<file path="src/rtl/ahb_cmd_master.sv">
// AHB-Lite master: turns a valid/ready command stream into pipelined NONSEQ single
// transfers and returns one in-order response per command, replaying after ERROR.
module ahb_cmd_master #(
    parameter int ADDR_WIDTH = 16
) (
    input  logic                  hclk,
    input  logic                  hresetn,
    input  logic                  cmd_valid_i,
    output logic                  cmd_ready_o,
    input  logic                  cmd_write_i,
    input  logic [2:0]            cmd_size_i,
    input  logic [ADDR_WIDTH-1:0] cmd_addr_i,
    input  logic [31:0]           cmd_wdata_i,
    output logic                  rsp_valid_o,
    output logic [31:0]           rsp_rdata_o,
    output logic                  rsp_err_o,
    output logic [1:0]            htrans_o,
    output logic [2:0]            hsize_o,
    output logic                  hwrite_o,
    output logic [ADDR_WIDTH-1:0] haddr_o,
    output logic [31:0]           hwdata_o,
    input  logic                  hready_i,
    input  logic [1:0]            hresp_i,
    input  logic [31:0]           hrdata_i
);
    localparam logic [1:0] HTRANS_IDLE   = 2'b00;
    localparam logic [1:0] HTRANS_NONSEQ = 2'b10;
    localparam logic [1:0] HRESP_ERROR   = 2'b01;

    logic [31:0] wdata_ap;
    logic        dp_valid;
    logic        dp_write;
    logic        replay_r;
    logic        cmd_accept;
    logic        dp_done;
    logic        err_first;

    // Handshake: a command transfers on a rising edge where cmd_valid_i and cmd_ready_o
    // are both high; the response side is a single-cycle rsp_valid_o pulse with no ready.
    assign cmd_ready_o = hready_i & (~replay_r | ~hresetn);
    assign cmd_accept  = cmd_valid_i & cmd_ready_o;
    assign dp_done     = dp_valid & hready_i;
    assign err_first   = dp_valid & ~hready_i & (hresp_i == HRESP_ERROR);

    always_ff @(posedge hclk) begin
        if (!hresetn) begin
            htrans_o    <= HTRANS_IDLE;
            haddr_o     <= '0;
            hsize_o     <= 3'b000;
            hwrite_o    <= 1'b0;
            wdata_ap    <= 32'h0;
            dp_valid    <= 1'b0;
            dp_write    <= 1'b0;
            hwdata_o    <= 32'h0;
            replay_r    <= 1'b0;
            rsp_valid_o <= 1'b0;
            rsp_rdata_o <= 32'h0;
            rsp_err_o   <= 1'b0;
        end else begin
            rsp_valid_o <= dp_done;
            rsp_err_o   <= dp_done & (hresp_i == HRESP_ERROR);
            rsp_rdata_o <= (dp_done && !dp_write) ? hrdata_i : 32'h0;

            if (hready_i) begin
                dp_valid <= (htrans_o == HTRANS_NONSEQ);
                if (htrans_o == HTRANS_NONSEQ) begin
                    dp_write <= hwrite_o;
                    hwdata_o <= wdata_ap;
                end
            end

            // The cancelled address phase kept its fields, so replay only re-asserts NONSEQ.
            if (replay_r) begin
                htrans_o <= HTRANS_NONSEQ;
                replay_r <= 1'b0;
            end else if (hready_i) begin
                if (cmd_accept) begin
                    htrans_o <= HTRANS_NONSEQ;
                    haddr_o  <= cmd_addr_i;
                    hsize_o  <= cmd_size_i;
                    hwrite_o <= cmd_write_i;
                    wdata_ap <= cmd_wdata_i;
                end else begin
                    htrans_o <= HTRANS_IDLE;
                end
            end else if (err_first && htrans_o == HTRANS_NONSEQ) begin
                htrans_o <= HTRANS_IDLE;
                replay_r <= 1'b1;
            end
        end
    end
endmodule

</file>
<file path="config.mk">
export PLATFORM = sky130hd
export DESIGN_NAME = ahb_cmd_master
export DESIGN_NICKNAME = d
export VERILOG_FILES = /design/src/rtl/ahb_cmd_master.sv
export SDC_FILE = /design/constraint.sdc
export NUM_CORES = 1
export LEC_CHECK = 0
export CAP_MARGIN = 20
export CORE_MARGIN = 2
export CORE_UTILIZATION = 45
export CTS_BUF_LIST = sky130_fd_sc_hd__clkbuf_4
export CTS_CLUSTER_SIZE = 12
export DETAILED_ROUTE_END_ITERATION = 8
export PLACE_DENSITY_LB_ADDON = 0.3
export SETUP_SLACK_MARGIN = 0.4
export SLEW_MARGIN = 20
export SYNTH_ARGS = -nofsm -noshare
export SYNTH_HDL_FRONTEND = slang
export SYNTH_SLANG_ARGS = --single-unit
</file>
<file path="constraint.sdc">
create_clock -name hclk -period 3.4 [get_ports hclk]
set_clock_uncertainty 0.2 [all_clocks]
set_input_delay 0.34 -clock hclk [delete_from_list [all_inputs] [get_ports hclk]]
set_output_delay 0.34 -clock hclk [all_outputs]
set_load 0.05 [all_outputs]
</file>
==> results of run 1 <==
==> layout make-up <==
cell class | count | area [um2] | area share
timing repair buffer | 183 | 1820 | 0.276
clock buffer | 21 | 158 | 0.0239
clock inverter | 10 | 126 | 0.0191
sequential | 122 | 2440 | 0.370
tap | 133 | 166 | 0.0252
inverter | 2 | 7.51 | 0.00114
multi-input combinational | 303 | 1880 | 0.284
==> state kept, by name, indices dropped and copies added (netlist names), 3 cells and up <==
signal and flops:
hwdata_o 32, rsp_rdata_o 32, wdata_ap 32, haddr_o 16, hsize_o 3
==> final timing paths <==
kind / startpoint / endpoint / slack [ns] / depth (start not counted)
worst max-delay path: hready_i / cmd_ready_o / 0.79 / 4
worst min-delay path: hresetn / hsize_o[2]$_SDFFE_PN0P_ / 0.09 / 3
worst max register to register: replay_r$_SDFF_PP0_ / haddr_o[4]$_SDFFE_PN0P_ / 1.61 / 3
worst min register to register: wdata_ap[31]$_SDFFE_PN0P_ / wdata_ap[31]$_SDFFE_PN0P_ / 0.26 / 2
==> critical path, cell delays in order <==
cell             delay, ns
dlygate4sd3_1         0.51
buf_2                 0.14
a21boi_0              0.23
clkdlybuf4s50_1       0.85
==> logic make-up after synthesis <==
group | Yosys count | synth area share
other | 1 | 0.000815
and+or+nand+nor | 180 | 0.179
DFF | 122 | 0.531
muxes | 53 | 0.115
buffers and inverters | 43 | 0.0622
AOI/OAI and AO/OA | 69 | 0.112
==> repair_timing <==
item / in CTS / in global routing
endpoints found under the hold margin: 3 / 0
hold buffers: 1 / 0
resized for setup: 0 / 0
==> stage by stage <==
step	total power [mW]	hold slack, ns	instances	utilization	setup WS, ns
after floorplan	1.72	0.229	468	-	0.933
after global placement	1.86	0.242	742	0.640	1.20
after detailed placement	1.87	0.248	742	0.640	1.16
after CTS	2.89	0.0437	774	0.669	0.768
after global routing	2.99	0.0709	774	0.669	0.686
final	2.86	0.0919	774	0.669	0.795
==> routing by layer <==
metal / vias to the layer above / track usage
met3: 14 / 0.0736
li1: 1870 / -
met5: - / 0
met4: 0 / 0.0790
met1: 1683 / 0.232
met2: 144 / 0.308
==> where the power goes <==
part           leakage, nW  internal [mW]  total [mW]  switching [mW]
logic                 1.37          0.166       0.347           0.181
registers            0.990           1.47        1.49          0.0201
clock network        0.160          0.530        1.02           0.494
==> layout by cell type, fill, tap and decap left out, types with 2 or more instances in the layout <==
cell,Yosys,layout
a21bo_2,33,33
a21oi_1,34,34
and2_1,32,32
buf_4,5,5
bufinv_16,0,3
clkbuf_4,0,21
clkdlybuf4s50_1,0,175
clkinv_1,1,2
clkinv_2,0,5
dfxtp_1,122,121
mux2i_1,53,53
nand2_1,105,105
nand2b_1,2,2
nand3_1,34,34
nor2_1,2,2
==> results by group, run 1 <==
Synthesis
  • Synth area leader: dfxtp_1
  • Synth top area share: 0.531
  • Synth area leaders: dfxtp_1, mux2i_1, nand2_1, a21bo_2, and2_1
  • Synth Cell Area: 0.00460 mm2
  • Post-synth top flop: dfxtp_1
  • Synth cell count leaders: dfxtp_1, nand2_1, mux2i_1, a21oi_1, nand3_1
  • Ys async rst share: 0
  • Syn_nets: 558
  • EDFF count, synth: 0
  • Sequential element share of the synthesized area: 0.531
  • Synth Area per Inst: 9.84 um2
  • Count leader, synth: dfxtp_1
  • #FFs+latches synth: 122
  • Ys Warns: 0
  • Netlist cell types: 24
  • Synthesized instance count: 468

Die
  • IO Count: 179
  • Starting Density: 0.467
  • Die area: between 0.01 and 0.015 mm2
  • Die width: 105 um
  • Row cnt: 36
  • Die Span Y: 105 um
  • Core area: between 0.009 and 0.01 mm2

Timing
  • Setup tns final: 0 ns
  • RSZ-0062 raised after global routing: false
  • Fmax: 384 MHz
  • Least-Margin Pin Slew: a little under 0.9 ns
  • Final setup vio count: 0
  • Period utilization: 0.766
  • Slew Limit Headroom: 0.405
  • Min cycle time layout: roughly 2.6 ns
  • Final hold vios: 0
  • Final Max Slew Viols: 0

Drt
  • Detailed Routing Iterations Pass 1: 6
  • Vias per Instance: 4.79
  • Length of routed met3 wiring: 811 um
  • DR DRC count: 0
  • WL final: 10.3 mm
  • Routed len/inst: 13.4 um
  • DRT iter0 DRCs: 120
  • Number of nets still failing antenna checks after routing: 0
  • Vias: 3,711
  • Max layer used: met4
  • Met1 wire length: roughly 4.6 mm
  • Met2 WL: 4.76 mm

Setup path
  • Setup crit start kind: primary input
  • CP required: 2.86 ns
  • Worst-path fanout max: 6
  • Crit path DAT: 2.07 ns
  • Critical path type: in -> out
  • Critical path endpoint category: output port

Run
  • Maxcap violations: 0

Final layout
  • Cell area after layout: 0.00660 mm2
  • Nets: a little over 700
  • Share of cells above drive strength 1: 0.112
  • Area growth, synth to finish: 43.5%
  • Fill cells: 788
  • # diodes: 0

Global routing
  • Vias in the first global route: 3,537
  • First-pass GRT wire length: around 17 mm
  • Total track usage: 0.192
  • Pin count of the biggest net entering global routing: 70
  • Overflow after GRT: 0
  • Initial antenna violation count: 0

CTS
  • Root buffer cell: clkbuf_4
  • Worst-skew pair later-pin latency: 0.50 ns
  • CTS clk-pin slew, worst paths: 0.09 ns
  • Setup bufs post-CTS: 0
  • H-tree depth: 4
  • Count of clock tree sinks: approximately 120
  • CTS Buf Count: 17
  • TritonCTS clock tree: yes
  • Bufs on Longest Clock Path: 2

Run status
  • Status: finished, final reports clean

Placed design
  • Cell Area, Placed: 0.00631 mm2
  • GP Congestion: 0.772
  • Placed wire-length estimate: ~7 mm
  • Port Buffer Count: 177

Pwr
  • Peak supply drop: 0.205 mV
  • Leak: 2.52 nW
  • Pwr/cell area: approximately 430 mW/mm2

Worst hold path
  • Hold Crit Class: in -> reg
Note: power is estimated with default switching activity, not from simulation.
==> run 2: changes to the inputs <==
==> constraint.sdc (replaced) <==
create_clock -name hclk -period 2.5 [get_ports hclk]
set_clock_uncertainty 0.2 [all_clocks]
set_input_delay 0.25 -clock hclk [delete_from_list [all_inputs] [get_ports hclk]]
set_output_delay 0.25 -clock hclk [all_outputs]
set_load 0.05 [all_outputs]
==> results by group, run 2 (same netlist as run 1, synthesis figures left out) <==
Run status
  • Status: finished, final reports clean (unchanged)

Drt
  • Vias per Instance: 4.79 (about the same)
  • DR DRC count: 0 (unchanged)
  • WL final: 10.7 mm (was 10.3 mm)
  • Routed len/inst: 13.7 um (was 13.4 um)
  • Vias: 3,737 (was 3,711)
  • DRT iter0 DRCs: 178 (was 120)
  • Detailed Routing Iterations Pass 1: 4 (was 6)
  • Number of nets still failing antenna checks after routing: 0 (unchanged)

Timing
  • RSZ-0062 raised after global routing: false (unchanged)
  • Fmax: 516 MHz
  • Setup tns final: 0 ns (unchanged)
  • Slew Limit Headroom: 0.555 (was 0.405)
  • Final setup margin: 0.562 ns (was 0.795 ns)
  • Min cycle time layout: 1.94 ns
  • Period utilization: 0.775
  • Least-Margin Pin Slew: 0.667 ns (was 0.891 ns)
  • Final hold vios: 0 (unchanged)
  • Final Max Slew Viols: 0 (unchanged)
  • Final setup vio count: 0 (unchanged)

Placed design
  • Placed wire-length estimate: 7.43 mm (was 7.20 mm)
  • Port Buffer Count: 177 (unchanged)
  • Post-place setup slack: 0.536 ns (was 1.16 ns)
  • GP Congestion: 0.728 (was 0.772)
  • Cell Area, Placed: 0.00636 mm2 (was 0.00631 mm2)

Final layout
  • Top flop regs: hwdata_o x32, rsp_rdata_o x32, wdata_ap x32 (unchanged)
  • Share of cells above drive strength 1: 0.119 (was 0.112)
  • # diodes: 0 (unchanged)
  • Area growth, synth to finish: 42.3% (was 43.5%)
  • Nets: 724 (was 719)
  • Most frequent cells in the layout: dfxtp_1, nand2_1, clkdlybuf4s50_1, dlygate4sd2_1, mux2i_1 (was clkdlybuf4s50_1, dfxtp_1, nand2_1)
  • Commonest non-fill, non-tap cell in the layout: dfxtp_1 (was clkdlybuf4s50_1)
  • Cell area after layout: 0.00655 mm2 (was 0.00660 mm2)

CTS
  • CTS clk-pin slew, worst paths: 0.11 ns (was 0.09 ns)
  • Worst-skew pair later-pin latency: 0.52 ns (was 0.50 ns)
  • H-tree depth: 4 (unchanged)
  • Root buffer cell: clkbuf_4 (unchanged)
  • CTS Buf Count: 17 (unchanged)
  • TritonCTS clock tree: yes (unchanged)
  • Bufs on Longest Clock Path: 2 (unchanged)
  • Setup bufs post-CTS: 0 (unchanged)
  • Count of clock tree sinks: 122 (unchanged)

Setup path
  • Worst-path fanout max: 42 (was 6)
  • CP max-delay cell: dlygate4sd3_1 (was clkdlybuf4s50_1)
  • Critical path endpoint category: output port (unchanged)
  • Critical path type: in -> out (unchanged)
  • Setup crit start kind: primary input (unchanged)
  • Cell Chain, Critical Path: dlygate4sd3_1 -> buf_4 -> a21boi_1 -> buf_4 (was dlygate4sd3_1 -> buf_2 -> a21boi_0 -> clkdlybuf4s50_1)
  • Top delay family on crit path: buffers and inverters (unchanged)
  • Slowest stage delay, CP: 0.54 ns (was 0.85 ns)
  • Crit path DAT: 1.49 ns (was 2.07 ns)
  • Worst Path Buf+Inv: 3 (unchanged)
  • Crit path top cell by count: buf_4
  • CP required: 2.05 ns (was 2.86 ns)

Global routing
  • Overflow after GRT: 0 (unchanged)
  • Initial antenna violation count: 0 (unchanged)
  • First-pass GRT wire length: 17.0 mm (was 16.9 mm)
  • Vias in the first global route: 3,513 (was 3,537)
  • Total track usage: 0.196 (was 0.192)
  • Pin count of the biggest net entering global routing: 70 (unchanged)

Worst hold path
  • Hold Crit Class: in -> reg (unchanged)

Pwr
  • Peak supply drop: 0.307 mV (was 0.205 mV)
  • Pwr Total: 3.90 mW (was 2.86 mW)
  • Pwr/cell area: 595 mW/mm2 (was 433 mW/mm2)
  • Leak: 2.95 nW (was 2.52 nW)

Die
  • Die area: 0.0111 mm2 (unchanged)
  • Starting Density: 0.467 (unchanged)
  • Die width: 105 um (unchanged)
  • Die Span Y: 105 um (unchanged)
  • IO Count: 179 (unchanged)
  • Row cnt: 36 (unchanged)
  • Core area: 0.00986 mm2 (unchanged)

Run
  • Maxcap violations: 0 (unchanged)
==> run 2: changes by cell type in the layout (fill, tap and decap cells not counted), moves of 2 or more <==
cell	delta
buf_4	+5
clkinv_1	+2
clkinv_2	-2
clkdlybuf4s50_1	-88
clkinvlp_4	+3
clkbuf_4	-3
dlygate4sd2_1	+87
==> run 2: layer usage <==
metal  up-vias  track usage  share of wire
li1       1883            -              -
met5         -            0              0
met2       130        0.318           0.47
met4         0       0.0762          0.020
met3        20       0.0649          0.058
met1      1704        0.239           0.46
==> run 2: power breakdown <==
| group | internal (mW) | switching [mW] |
|---|---|---|
| Combinational | 0.215 | 0.250 |
| Sequential | 2.00 | 0.0260 |
| Clock | 0.689 | 0.723 |
==> run 2: metrics by stage <==
stage	hold WS, ns	std cells	util
finish	0.0696	780	0.664
global route	0.0349	780	0.664
CTS	0.0358	780	0.664
detailed placement	0.248	747	0.644
global placement	0.243	747	0.644
floorplan	0.172	468	-
==> run 2: worst paths after layout <==
path / cells past startpoint / slack, ns / from / endpoint
min reg2reg: 2 / 0.26 / hsize_o[2]$_SDFFE_PN0P_ / hsize_o[2]$_SDFFE_PN0P_
max reg2reg: 3 / 0.85 / replay_r$_SDFF_PP0_ / wdata_ap[13]$_SDFFE_PN0P_
min: 3 / 0.07 / cmd_wdata_i[22] / wdata_ap[22]$_SDFFE_PN0P_
max: 4 / 0.56 / hresetn / cmd_ready_o
==> run 2: final cells by class <==
type                    instances  area, um2
multi-input cells             303       1880
clock inverters                14        155
clock buffers                  18        135
repair buffers                188       1760
inverters                       2       7.51
flip-flops and latches        122       2440
fillers                       848       3320
well taps                     133        166
==> run 2: timing repair <==
action | in CTS | in global routing
endpoints found under the hold margin | 21 | 0
hold buffers | 1 | 0
gates resized for setup | 87 | 0
setup endpoints to repair | 87 | 0
==> run 2: worst register-to-register path: stages, from the launching register on <==
cell and delay (ns):
dfxtp_1 0.35, and3b_4 0.54, buf_12 0.25, mux2i_1 0.24
